File: src/rtl/sram_arb_pkg.sv
// Shared types and constants for the two-port SRAM arbiter.
package sram_arb_pkg;

  typedef logic [1:0] state_t;

  localparam state_t ST_IDLE   = 2'd0;
  localparam state_t ST_SETUP  = 2'd1;
  localparam state_t ST_ACCESS = 2'd2;
  localparam state_t ST_DONE   = 2'd3;

  typedef logic port_idx_t;

  localparam int DEFAULT_WAIT_CYCLES = 2;
  localparam int CNT_W               = 4;

  localparam logic STROBE_OFF = 1'b1;
  localparam logic STROBE_ON  = 1'b0;

endpackage

File: src/rtl/sram_arbiter_if.sv
// Requester-side bus of one SRAM arbiter port: request, qualifiers and completion.
interface sram_arbiter_if #(
  parameter int ADDR_W = 20,
  parameter int DATA_W = 16
);
  logic              req;
  logic              we;
  logic [1:0]        be;
  logic [ADDR_W-1:0] addr;
  logic [DATA_W-1:0] wdata;
  logic [DATA_W-1:0] rdata;
  logic              ack;

  modport master (output req, we, be, addr, wdata, input rdata, ack);
  modport slave  (input req, we, be, addr, wdata, output rdata, ack);
endinterface

File: src/rtl/sram_arbiter_rr_arb2.sv
// Two-way round-robin pick: a lone requester wins, a tie goes to the port not served last.
module rr_arb2
  import sram_arb_pkg::*;
(
  input  logic      req0,
  input  logic      req1,
  input  port_idx_t last_grant,
  output logic      grant_valid,
  output port_idx_t grant_idx
);

  always_comb begin
    grant_valid = req0 | req1;
    if (req0 && req1) begin
      grant_idx = ~last_grant;
    end else begin
      grant_idx = req1;
    end
  end

endmodule

File: src/rtl/sram_arbiter.sv
// Shares one asynchronous SRAM between the datapath (port 0) and the loader (port 1),
// producing registered active-low strobes with a fixed number of access wait states.
module sram_arbiter
  import sram_arb_pkg::*;
#(
  parameter int ADDR_W      = 20,
  parameter int DATA_W      = 16,
  parameter int WAIT_CYCLES = DEFAULT_WAIT_CYCLES
) (
  input  logic              Clk,
  input  logic              Reset,
  sram_arbiter_if.slave     port0,
  sram_arbiter_if.slave     port1,
  output logic [ADDR_W-1:0] ADDR,
  output logic              CE,
  output logic              OE,
  output logic              WE,
  output logic              UB,
  output logic              LB,
  output logic [DATA_W-1:0] sram_wdata,
  output logic              drive_en,
  input  logic [DATA_W-1:0] sram_rdata
);

  if (WAIT_CYCLES < 1 || WAIT_CYCLES > 15) begin : g_bad_wait_cycles
    $error("sram_arbiter: WAIT_CYCLES must be within 1..15");
  end

  state_t            state_q, state_d;
  port_idx_t         last_grant_q, last_grant_d;
  port_idx_t         lat_idx_q, lat_idx_d;
  logic              lat_we_q, lat_we_d;
  logic [CNT_W-1:0]  cnt_q, cnt_d;
  logic [ADDR_W-1:0] addr_q, addr_d;
  logic [DATA_W-1:0] wdata_q, wdata_d;
  logic              ce_q, ce_d, oe_q, oe_d, we_q, we_d, ub_q, ub_d, lb_q, lb_d;
  logic              drive_en_q, drive_en_d;
  logic              ack0_q, ack0_d, ack1_q, ack1_d;
  logic [DATA_W-1:0] rdata0_q, rdata0_d, rdata1_q, rdata1_d;
  logic [1:0]        sel_be;
  logic              grant_valid;
  port_idx_t         grant_idx;

  rr_arb2 u_arb (
    .req0        (port0.req),
    .req1        (port1.req),
    .last_grant  (last_grant_q),
    .grant_valid (grant_valid),
    .grant_idx   (grant_idx)
  );

  // Strobes are computed one state ahead so every pin comes straight from a flop.
  always_comb begin
    state_d      = state_q;
    last_grant_d = last_grant_q;
    lat_idx_d    = lat_idx_q;
    lat_we_d     = lat_we_q;
    cnt_d        = cnt_q;
    addr_d       = addr_q;
    wdata_d      = wdata_q;
    ce_d         = ce_q;
    oe_d         = oe_q;
    we_d         = we_q;
    ub_d         = ub_q;
    lb_d         = lb_q;
    drive_en_d   = drive_en_q;
    ack0_d       = 1'b0;
    ack1_d       = 1'b0;
    rdata0_d     = rdata0_q;
    rdata1_d     = rdata1_q;
    sel_be       = grant_idx ? port1.be : port0.be;

    case (state_q)
      ST_IDLE: begin
        if (grant_valid) begin
          state_d      = ST_SETUP;
          last_grant_d = grant_idx;
          lat_idx_d    = grant_idx;
          lat_we_d     = grant_idx ? port1.we : port0.we;
          addr_d       = grant_idx ? port1.addr : port0.addr;
          wdata_d      = grant_idx ? port1.wdata : port0.wdata;
          ce_d         = STROBE_ON;
          ub_d         = ~sel_be[1];
          lb_d         = ~sel_be[0];
          oe_d         = lat_we_d ? STROBE_OFF : STROBE_ON;
          we_d         = STROBE_OFF;
          drive_en_d   = lat_we_d;
        end
      end
      ST_SETUP: begin
        state_d = ST_ACCESS;
        cnt_d   = CNT_W'(WAIT_CYCLES - 1);
        if (lat_we_q) begin
          we_d = STROBE_ON;
        end
      end
      ST_ACCESS: begin
        if (cnt_q == '0) begin
          state_d = ST_DONE;
          we_d    = STROBE_OFF;
          oe_d    = STROBE_OFF;
          ack0_d  = (lat_idx_q == 1'b0);
          ack1_d  = (lat_idx_q == 1'b1);
          if (!lat_we_q) begin
            if (lat_idx_q) begin
              rdata1_d = sram_rdata;
            end else begin
              rdata0_d = sram_rdata;
            end
          end
        end else begin
          cnt_d = cnt_q - CNT_W'(1);
        end
      end
      ST_DONE: begin
        state_d    = ST_IDLE;
        ce_d       = STROBE_OFF;
        ub_d       = STROBE_OFF;
        lb_d       = STROBE_OFF;
        drive_en_d = 1'b0;
      end
      default: begin
        state_d = ST_IDLE;
      end
    endcase
  end

  always_ff @(posedge Clk or negedge Reset) begin
    if (!Reset) begin
      state_q      <= ST_IDLE;
      last_grant_q <= 1'b1;
      lat_idx_q    <= 1'b0;
      lat_we_q     <= 1'b0;
      cnt_q        <= '0;
      addr_q       <= '0;
      wdata_q      <= '0;
      ce_q         <= STROBE_OFF;
      oe_q         <= STROBE_OFF;
      we_q         <= STROBE_OFF;
      ub_q         <= STROBE_OFF;
      lb_q         <= STROBE_OFF;
      drive_en_q   <= 1'b0;
      ack0_q       <= 1'b0;
      ack1_q       <= 1'b0;
      rdata0_q     <= '0;
      rdata1_q     <= '0;
    end else begin
      state_q      <= state_d;
      last_grant_q <= last_grant_d;
      lat_idx_q    <= lat_idx_d;
      lat_we_q     <= lat_we_d;
      cnt_q        <= cnt_d;
      addr_q       <= addr_d;
      wdata_q      <= wdata_d;
      ce_q         <= ce_d;
      oe_q         <= oe_d;
      we_q         <= we_d;
      ub_q         <= ub_d;
      lb_q         <= lb_d;
      drive_en_q   <= drive_en_d;
      ack0_q       <= ack0_d;
      ack1_q       <= ack1_d;
      rdata0_q     <= rdata0_d;
      rdata1_q     <= rdata1_d;
    end
  end

  assign ADDR        = addr_q;
  assign CE          = ce_q;
  assign OE          = oe_q;
  assign WE          = we_q;
  assign UB          = ub_q;
  assign LB          = lb_q;
  assign sram_wdata  = wdata_q;
  assign drive_en    = drive_en_q;
  assign port0.ack   = ack0_q;
  assign port1.ack   = ack1_q;
  assign port0.rdata = rdata0_q;
  assign port1.rdata = rdata1_q;

endmodule

File: src/flat_wrapper.sv
// flat-port wrapper written by rule: the top's interface ports become plain ports
module sram_arbiter_flat import sram_arb_pkg::*;
#(
  parameter int ADDR_W      = 20,
  parameter int DATA_W      = 16,
  parameter int WAIT_CYCLES = DEFAULT_WAIT_CYCLES
)
  (Clk, Reset, ADDR, CE, OE, WE, UB, LB, sram_wdata, drive_en, sram_rdata, port0_req, port0_we, port0_be, port0_addr, port0_wdata, port0_rdata, port0_ack, port1_req, port1_we, port1_be, port1_addr, port1_wdata, port1_rdata, port1_ack);
  sram_arbiter_if #(.ADDR_W(ADDR_W), .DATA_W(DATA_W)) port0_i ();
  sram_arbiter_if #(.ADDR_W(ADDR_W), .DATA_W(DATA_W)) port1_i ();
  input  logic Clk;
  input  logic Reset;
  output logic [ADDR_W-1:0] ADDR;
  output logic CE;
  output logic OE;
  output logic WE;
  output logic UB;
  output logic LB;
  output logic [DATA_W-1:0] sram_wdata;
  output logic drive_en;
  input  logic [DATA_W-1:0] sram_rdata;
  input wire logic [$bits(port0_i.req)-1:0] port0_req;
  input wire logic [$bits(port0_i.we)-1:0] port0_we;
  input wire logic [$bits(port0_i.be)-1:0] port0_be;
  input wire logic [$bits(port0_i.addr)-1:0] port0_addr;
  input wire logic [$bits(port0_i.wdata)-1:0] port0_wdata;
  output wire logic [$bits(port0_i.rdata)-1:0] port0_rdata;
  output wire logic [$bits(port0_i.ack)-1:0] port0_ack;
  input wire logic [$bits(port1_i.req)-1:0] port1_req;
  input wire logic [$bits(port1_i.we)-1:0] port1_we;
  input wire logic [$bits(port1_i.be)-1:0] port1_be;
  input wire logic [$bits(port1_i.addr)-1:0] port1_addr;
  input wire logic [$bits(port1_i.wdata)-1:0] port1_wdata;
  output wire logic [$bits(port1_i.rdata)-1:0] port1_rdata;
  output wire logic [$bits(port1_i.ack)-1:0] port1_ack;
  assign port0_i.req = port0_req;
  assign port0_i.we = port0_we;
  assign port0_i.be = port0_be;
  assign port0_i.addr = port0_addr;
  assign port0_i.wdata = port0_wdata;
  assign port0_rdata = port0_i.rdata;
  assign port0_ack = port0_i.ack;
  assign port1_i.req = port1_req;
  assign port1_i.we = port1_we;
  assign port1_i.be = port1_be;
  assign port1_i.addr = port1_addr;
  assign port1_i.wdata = port1_wdata;
  assign port1_rdata = port1_i.rdata;
  assign port1_ack = port1_i.ack;
  sram_arbiter #(.ADDR_W(ADDR_W), .DATA_W(DATA_W), .WAIT_CYCLES(WAIT_CYCLES)) u_core (.Clk(Clk), .Reset(Reset), .port0(port0_i), .port1(port1_i), .ADDR(ADDR), .CE(CE), .OE(OE), .WE(WE), .UB(UB), .LB(LB), .sram_wdata(sram_wdata), .drive_en(drive_en), .sram_rdata(sram_rdata));
endmodule
File: config.mk
export PLATFORM = sky130hd
export DESIGN_NAME = sram_arbiter_flat
export DESIGN_NICKNAME = d
export VERILOG_FILES = /design/src/rtl/sram_arb_pkg.sv /design/src/rtl/sram_arbiter_if.sv /design/src/rtl/sram_arbiter_rr_arb2.sv /design/src/rtl/sram_arbiter.sv /design/src/flat_wrapper.sv
export SDC_FILE = /design/constraint.sdc
export NUM_CORES = 1
export LEC_CHECK = 0
export ABC_AREA = 1
export CORE_UTILIZATION = 39
export CTS_BUF_LIST = sky130_fd_sc_hd__clkbuf_8
export DETAILED_ROUTE_END_ITERATION = 16
export PLACE_DENSITY_LB_ADDON = 0.2
export SYNTH_ARGS = -nofsm -noshare
export SYNTH_HDL_FRONTEND = slang
export SYNTH_HIERARCHICAL = 1
export SYNTH_SLANG_ARGS = --single-unit
File: constraint.sdc
create_clock -name Clk -period 1.4 [get_ports Clk]
set_input_delay 0.21 -clock Clk [delete_from_list [all_inputs] [get_ports Clk]]
set_output_delay 0.21 -clock Clk [all_outputs]
set_load 0.1 [all_outputs]
### After elaboration in Yosys (flattened, before gate mapping)

Cells that the tools add are included.
W data, S select, Z words.

| storage, ports and cells | value |
|---|---|
| bits in registers | 85 |
| output and inout port bits | 76 |
| word-level logic and storage cells | 75 |

| operators by class | value |
|---|---|
| add/sub/neg operators | 1 |
| eq/ne operators | 7 |
| muxes and demuxes | 29 |
| bitwise gates (word level) | 6 |
| reductions and logical operators | 15 |

Operators by type and width:

| cell | count |
|---|---|
| $mux W20 | 1 |
| $mux W16 | 1 |
| $mux W1 | 15 |
| $reduce_and A4 Y1 | 3 |
| $pmux W1 S2 | 5 |
| $pmux W2 S4 | 1 |
| $pmux W4 S2 | 1 |
| $reduce_and A2 Y1 | 4 |
| $mux W2 | 3 |
| $ne A2 B1 Y1 const B | 3 |
| $reduce_bool A2 Y1 | 3 |
| $not A1 Y1 | 5 |
| $eq A2 B2 Y1 const B | 2 |
| $logic_not A4 Y1 | 1 |
| $mux W4 | 1 |
| $sub A4 B1 Y4 const B | 1 |
| $pmux W1 S3 | 1 |
| $reduce_and A3 Y1 | 1 |
| $reduce_bool A3 Y1 | 1 |
| $eq A2 B1 Y1 const B | 1 |
| $logic_not A2 Y1 | 1 |
| $ne A2 B2 Y1 const B | 1 |
| $logic_and A1 B1 Y1 | 1 |
| $or A1 B1 Y1 | 1 |

### Logic depth before layout (Yosys ltp)

Gate-level depths: netlist of the first run.

| depth | value |
|---|---|
| word-level depth | 6 |
| gate-level depth with buffers | 10 |
| gate-level depth less buffers | 9 |

### By module

Netlist of the first run, hierarchy kept.

By module, submodules not included:

| module | times used | cells each | area each (um2) | seq. area each (um2) |
|---|---|---|---|---|
| sram_arbiter | 1 | 440 | 3808.7 | 2134.5 |
| rr_arb2 | 1 | 3 | 15.0 | 0.0 |

### Least setup slack after synthesis of the first run

No wires, ideal clock.

| path | value |
|---|---|
| path kind | register to register |
| start point | register u_core.state_q[0] |
| end point | register u_core.rdata0_q[0] (netlist: u_core/port0.rdata[0]) |
| data arrival time | 1.337 ns |
| required time | 1.278 ns |
| path slack | -0.059 ns |
| cell stages (with the launch flop) | 9 |
| buffers on the path | 1 |
| path through | dfrtp_1 > inv_1 > ha_1 > inv_2 > nor2_4 > nand3_4 > buf_6 > nand2_1 > nand2_1 |

| on the way | value |
|---|---|
| cells in the longest elaborated chain, start to end | 2 |

RTL lines:

| element | line | RTL |
|---|---|---|
| start: declaration | sram_arbiter.sv:29 | `state_t state_q, state_d;` |
| start signal: assignment | sram_arbiter.sv:148 | `state_q <= state_d;` |
| $eq A2 B2 Y1 | sram_arbiter.sv:73 | `case (state_q)` |
| $reduce_and A4 Y1 (no source line) | -- |  |
| end signal: assignment | sram_arbiter.sv:163 | `rdata0_q <= rdata0_d;` |
| end: declaration | sram_arbiter.sv:39 | `logic [DATA_W-1:0] rdata0_q, rdata0_d, rdata1_q, rdata1_d;` |

Every way passes these cells.
A chain may end at the register's enable or synchronous reset.

### Worst setup path after layout of the first run

| path | value |
|---|---|
| start point | register u_core.state_q[0] |
| end point | register u_core.rdata0_q[6] (netlist: u_core/port0.rdata[6]) |

Same word-level chain as after synthesis.

==> impl_summary.txt, run 1 <==
----------------------------------------------------
[Routing]
  Drt pass-1 iters ... 4
  Count of routing violations after the opening detailed-route iteration ... 145
  Total wirelength of the detailed-routed design ... 11780 µm
  Detailed-route wire length per cell ... 15.20 µm
  Overall via count from detail_route ... 3863
  DRC violations left ... 0
  Via/cell ratio ... roughly 5
  Antenna-violating nets left ... 0

[Synth]
  Biggest area consumer among synthesized cells ... sky130_fd_sc_hd__dfrtp_1
  Gate Count Post-Synth ... 443
  Share of the synthesized area in the top cell type ... 0.5170
  Number of nets produced by synthesis ... approximately 550
  Count of yosys warnings during synthesis ... 6
  Area contributors post-synth ... sky130_fd_sc_hd__dfrtp_1 (52%), sky130_fd_sc_hd__nand2_1 (13%), sky130_fd_sc_hd__a21oi_1 (9.9%), sky130_fd_sc_hd__dfstp_2 (4.1%), sky130_fd_sc_hd__nor2_1 (4.1%)
  Mean instance size in the synthesized netlist ... around 8.6 µm²
  Fraction of the yosys area taken by sequential cells ... 0.5582
  Number of flip-flops and latches in the synthesized netlist ... 85
  Count of different cell masters after synthesis ... 27
  Cell area after technology mapping ... 3824 µm²

[Worst setup path]
  Critical path startpoint category ... flop
  Crit. End Element ... flop
  Cells traversed along the worst timing path ... inv_2 -> ha_4 -> inv_2 -> nor2_4 -> buf_4 -> nand3_4 -> nand2_1 -> nand2_1
  Slowest cell on the critical path ... sky130_fd_sc_hd__dfrtp_1
  Family with the most delay on the worst path ... simple AND/OR/NAND/NOR gates
  Category of the critical setup timing path ... reg -> reg
  Maximum single-stage delay on the critical path ... around 0.40 ns
  Biggest fanout along the worst timing path ... 8
  Data arrival, critical path ... about 1.6 ns
  Critical Path RT ... 1.63 ns
  CP bufs+invs ... 3

[Hold path]
  Min-delay worst type ... in -> reg

[Global routing]
  Number of antenna violations at the first check in global routing ... 0
  GRT Util Overall ... 0.2413
  Via count of the first global-routing pass ... 3899
  Pin count of the biggest net entering global routing ... 86
  Sum of overflow across all layers after global routing ... 0
  Wire length of the first global-routing pass ... 18850 µm

[CTS]
  Sinks on Clock Net ... 85
  Clock latency on the worst-skew pair ... around 0.34 ns
  Bufs on Longest Clock Path ... 2
  Clock transition at the registers of the reported paths ... about 0.090 ns
  TritonCTS clock tree ... yes
  H-tree level count ... 3
  Number of buffers inserted during clock tree synthesis ... 9
  Library cell used as clock root buffer ... sky130_fd_sc_hd__clkbuf_8

[STA]
  Final clock period utilization by the worst path ... 0.9896
  Smallest setup slack after layout ... 0.01461 ns
  Final number of max-transition violations ... 0
  Highest attainable clock frequency ... 0.7218 GHz
  Hold Violations, Final ... 0
  Post-route worst hold slack ... a little over 0.4 ns
  Unrepaired setup endpoints after global routing ... true
  Setup violation total in the final timing report ... 0
  Transition time of the tightest slew-check pin ... roughly 0.47 ns
  Worst-case clock skew ... a little under 0.01 ns
  Final worst path period need ... about 1.4 ns
  Worst-case headroom to the max-slew limit ... 0.6887

[Placed design]
  Detailed placer's ending HPWL ... ~8600 µm
  Area after detailed placement ... roughly 6600 µm²
  Pre-CTS setup slack ... -0.2769 ns
  Placed cell count ... approximately 750
  Number of buffers added on ports ... ~170
  Final weighted congestion in routability-driven placement ... just over 0.8

[Die]
  Num ports ... approximately 170
  Area inside the core boundary ... 9371 µm²
  Die ar. ... 10200 µm²
  Effective utilization at floorplan ... 0.4080
  Row cnt ... 35
  Overall die width ... between 100 and 150 µm
  Die extent in y ... between 100 and 150 µm

[Cells and area]
  Net count of the finished layout ... between 700 and 800
  Layout cell share with drive strength beyond 1 ... 0.2508
  Non-filler instance count after layout ... 775
  Number of antenna cells inserted ... 0
  Final Instance Area ... ~7000 µm²
  Area Overhead vs Synth ... 82.79%

[Status]
  Outcome ... finished, final reports clean

[Run]
  Max capacitance violation total ... 0

----------------------------------------------------
==> logic make-up (layout without fill, tap and decap cells) <==
group,after synthesis,after routing,synth area share
simple gates,216,217,0.2431
compound gates,90,90,0.1191
flops,85,85,0.5582
buf+inv,45,247,0.05759
fa+ha+maj,6,6,0.01963
xor+xnor,1,1,0.002291
==> cell usage in the layout (no fill, tap or decap), types with 3 or more instances in the layout <==
cell                              synthesis  routed
sky130_fd_sc_hd__nand3_1                 18      18
sky130_fd_sc_hd__dfstp_2                  6       6
sky130_fd_sc_hd__a21oi_1                 76      74
sky130_fd_sc_hd__ha_1                     6       3
sky130_fd_sc_hd__dfrtp_1                 79      79
sky130_fd_sc_hd__inv_2                    7       7
sky130_fd_sc_hd__inv_1                   14      13
sky130_fd_sc_hd__clkinv_2                 0       3
sky130_fd_sc_hd__o21ai_0                 12      10
sky130_fd_sc_hd__nand4_1                 18      18
sky130_fd_sc_hd__buf_12                   0      81
sky130_fd_sc_hd__clkdlybuf4s50_1          0      96
sky130_fd_sc_hd__buf_4                    4      27
sky130_fd_sc_hd__nand2_2                  1       6
sky130_fd_sc_hd__clkbuf_8                 0      10
sky130_fd_sc_hd__nor2_1                  42      42
sky130_fd_sc_hd__nand2_1                129     124
==> cell type report <==
type	count	area, µm²
Sequential cell	85	2135
Clock inverter	6	62.56
Inverter	22	87.58
Fill cell	688	2382
Multi-Input combinational cell	314	1541
Clock buffer	10	137.6
Timing Repair Buffer	209	2864
Tap cell	129	161.4
==> worst min-delay path, stage by stage <==
cell and delay (ns):
sky130_fd_sc_hd__clkdlybuf4s50_1 0.40, sky130_fd_sc_hd__nand2_1 0.06, sky130_fd_sc_hd__a21oi_1 0.05
==> synthesized netlist by cell type (all sizes together) <==
library cell,instances
o22ai,1
nand3,20
dfrtp,79
o21ai,13
inv,22
nand4,18
nor3,1
a21oi,76
clkbuf,7
nor2,45
xnor2,1
dfstp,6
ha,6
nand2,131
or2,1
buf,16
==> flip-flops by register name, indices dropped and copies added, names as in the netlist, 2 cells and up <==
register / count
u_core/sram_wdata: 16
u_core/ADDR: 20
u_core/port0.rdata: 16
u_core/port1.rdata: 16
u_core/state_q: 2
u_core/cnt_q: 4
==> per-layer routing <==
| metal | routed length [µm] | GRT usage |
|---|---|---|
| met3 | 1101 | 0.07420 |
| met4 | 217 | 0.08807 |
| met1 | 4440 | 0.2809 |
| met5 | 0 | 0 |
| met2 | 6022 | 0.4189 |
==> worst paths after layout <==
path	from	endpoint	slack [ns]	cells after the start
worst max-delay path	u_core/state_q[0]	u_core/port0.rdata[6]	0.01	8
worst min-delay path	port1_wdata[13]	u_core/sram_wdata[13]	0.41	3
worst max register to register	u_core/state_q[0]	u_core/port0.rdata[6]	0.01	8
worst min register to register	u_core/WE	u_core/WE	0.49	2
max in group asynchronous	Reset	u_core/last_grant_q	0.57	3
min in group asynchronous	Reset	u_core/port1.rdata[4]	0.43	3
==> timing repair <==
| action | CTS | global route |
|---|---|---|
| gates resized for setup | 10 | 10 |
| pin swaps | 1 | 4 |
| setup buffers | 3 | 4 |
| gates cloned | 2 | 0 |
| endpoints found under the hold margin | 79 | 0 |
| setup endpoints to repair | 54 | 58 |
| hold buffers | 1 | 0 |
==> stage by stage <==
| stage | TNS [ns] | utilization |
|---|---|---|
| 2_1_floorplan | -0.2480 | - |
| 3_3_place_gp | -6.984 | 0.7063 |
| 3_5_place_dp | -9.333 | 0.7063 |
| 4_1_cts | -0.003611 | 0.7402 |
| 5_1_grt | -0.6321 | 0.7458 |
| 6_report | 0 | 0.7458 |
Power of run 1 is left out: the tool's default activity adds up to more than one toggle a clock period on the data nets, which glitch-free logic cannot reach.
==> run 2, diff against run 1 <==
Settings changed: CAP_MARGIN set to 15.
==> results of run 2 <==
The final DEF is identical to that of run 1; final timing and power are the same.
Power of run 2 is left out for the same reason.
==> run 3, diff against run 2 <==
Settings changed: MAX_ROUTING_LAYER set to met4.
==> run 3 against run 2 <==
Effect of this change: global-route usage is 0.76 points higher; critical endpoint unchanged; non-clock buffer count stayed put; maximum frequency is 0.21% lower.
==> impl_summary.txt, run 3 (synthesized netlist as in run 1, its figures left out) <==
----------------------------------------------------
[Placed design]
  Number of buffers added on ports ... 173 (unchanged)
  Final weighted congestion in routability-driven placement ... 0.8195 (+1.5%)
  Placed cell count ... 749 (unchanged)
  Detailed placer's ending HPWL ... 8608 µm (unchanged)

[Routing]
  Drt pass-1 iters ... 4 (unchanged)
  Total wirelength of the detailed-routed design ... 11830 µm (+0.40%)
  Count of routing violations after the opening detailed-route iteration ... 150 (+3.4%)
  DRC violations left ... 0 (unchanged)
  Antenna-violating nets left ... 0 (unchanged)
  Via/cell ratio ... 4.986 (about the same)
  Overall via count from detail_route ... 3864 (+0.026%)
  Detailed-route wire length per cell ... 15.26 µm (+0.40%)

[CTS]
  Sinks on Clock Net ... 85 (unchanged)
  Number of buffers inserted during clock tree synthesis ... 9 (unchanged)
  H-tree level count ... 3 (unchanged)
  Bufs on Longest Clock Path ... 2 (unchanged)
  Clock transition at the registers of the reported paths ... 0.09 ns (about the same)
  Clock latency on the worst-skew pair ... 0.34 ns (about the same)
  Library cell used as clock root buffer ... sky130_fd_sc_hd__clkbuf_8
  TritonCTS clock tree ... yes

[STA]
  Final clock period utilization by the worst path ... 0.9917 (+0.002100)
  Final number of max-transition violations ... 0 (unchanged)
  Transition time of the tightest slew-check pin ... 0.4563 ns (-0.01058 ns)
  Hold Violations, Final ... 0 (unchanged)
  Final worst path period need ... 1.388 ns (+0.002940 ns)
  Worst-case headroom to the max-slew limit ... 0.6958 (+0.007053)
  Worst-case clock skew ... 0.01160 ns (+0.001961 ns)
  Highest attainable clock frequency ... 0.7203 GHz (-0.21%)
  Setup violation total in the final timing report ... 0 (unchanged)
  Unrepaired setup endpoints after global routing ... true

[Global routing]
  Wire length of the first global-routing pass ... 18850 µm (unchanged)
  Number of antenna violations at the first check in global routing ... 0 (unchanged)
  Sum of overflow across all layers after global routing ... 0 (unchanged)
  GRT Util Overall ... 0.2489 (+0.007583)
  Via count of the first global-routing pass ... 3903 (+0.10%)
  Pin count of the biggest net entering global routing ... 86 (unchanged)

[Cells and area]
  Net count of the finished layout ... 745 (unchanged)
  Commonest non-fill, non-tap cell in the layout ... sky130_fd_sc_hd__nand2_1
  Layout cell share with drive strength beyond 1 ... 0.2508 (unchanged)
  Number of antenna cells inserted ... 0 (unchanged)
  Area Overhead vs Synth ... 82.79% (unchanged)
  Number of flip-flops in the largest register ... 20 (unchanged)
  Non-filler instance count after layout ... 775 (unchanged)
  Layout filler cell count ... 688 (unchanged)
  Most used cells in the layout excluding fill and tap cells ... sky130_fd_sc_hd__nand2_1 (124), sky130_fd_sc_hd__clkdlybuf4s50_1 (96), sky130_fd_sc_hd__buf_12 (81)

[Hold path]
  Min-delay worst type ... in -> reg

[Worst setup path]
  Category of the critical setup timing path ... reg -> reg
  Crit. End Element ... flop
  Critical path startpoint category ... flop
  Biggest fanout along the worst timing path ... 8 (unchanged)
  Data arrival, critical path ... 1.62 ns (about the same)
  Critical Path RT ... 1.64 ns (about the same)

[Die]
  Num ports ... 174 (unchanged)
  Area inside the core boundary ... 9371 µm² (unchanged)
  Effective utilization at floorplan ... 0.4080 (unchanged)
  Overall die width ... 101.0 µm (unchanged)
  Row cnt ... 35 (unchanged)
  Die extent in y ... 101.0 µm (unchanged)
  Die ar. ... 10200 µm² (unchanged)

[Run]
  Max capacitance violation total ... 0 (unchanged)

[Status]
  Outcome ... finished, final reports clean

----------------------------------------------------
[run 3: area by class of cell]
type	count	area, µm²	area share
clock buffer	10	137.6	0.01969
tap	129	161.4	0.02309
inverter	22	87.58	0.01253
multi-input combinational	314	1541	0.2206
timing repair buffer	209	2864	0.4098
clock inverter	6	62.56	0.008951
sequential	85	2135	0.3054
[run 3: final timing paths]
check	start	to	slack, ns	depth (start not counted)
max	u_core/state_q[0]	u_core/port0.rdata[6]	0.01	8
min	port1_wdata[7]	u_core/sram_wdata[7]	0.41	3
max reg2reg	u_core/state_q[0]	u_core/port0.rdata[6]	0.01	8
min reg2reg	u_core/WE	u_core/WE	0.49	2
max in group asynchronous	Reset	u_core/last_grant_q	0.57	3
min in group asynchronous	Reset	u_core/port1.rdata[4]	0.43	3
[run 3: layer usage]
layer | vias up | share of wire | track usage
met1 | 1841 | 0.39 | 0.2917
met5 | - | 0 | -
met4 | 0 | 0.017 | 0.08807
met2 | 162 | 0.51 | 0.4183
li1 | 1846 | - | -
met3 | 15 | 0.080 | 0.05964
[run 3: repair_timing]
| item | in CTS | in global routing |
|---|---|---|
| cloned | 2 | 0 |
| setup endpoints to repair | 54 | 58 |
| hold buffers | 1 | 0 |
| buffers inserted | 3 | 4 |
| pin swaps | 1 | 4 |
| resized for setup | 10 | 10 |
| endpoints found under the hold margin | 79 | 0 |
[run 3: stage by stage]
step	worst slack, ns	util	instance area [µm²]	setup TNS, ns	hold WS, ns
after CTS	-0.003611	0.7402	6937	-0.003611	0.3899
final	0.01167	0.7458	6989	0	0.4103
after global routing	-0.05285	0.7458	6989	-0.6321	0.4201
after detailed placement	-0.2769	0.7063	6619	-9.333	0.2815
after floorplan	-0.01929	-	3826	-0.2480	-0.08559
after global placement	-0.2083	0.7063	6619	-6.984	0.2798
[run 3: worst max-delay path, stage by stage, from the launching register on]
cell                      delay [ns]
sky130_fd_sc_hd__dfrtp_1        0.40
sky130_fd_sc_hd__inv_2          0.12
sky130_fd_sc_hd__ha_4           0.17
sky130_fd_sc_hd__inv_2          0.05
sky130_fd_sc_hd__nor2_4         0.13
sky130_fd_sc_hd__buf_4          0.14
sky130_fd_sc_hd__nand3_4        0.12
sky130_fd_sc_hd__nand2_1        0.11
sky130_fd_sc_hd__nand2_1        0.05
Power of run 3 is left out for the same reason.
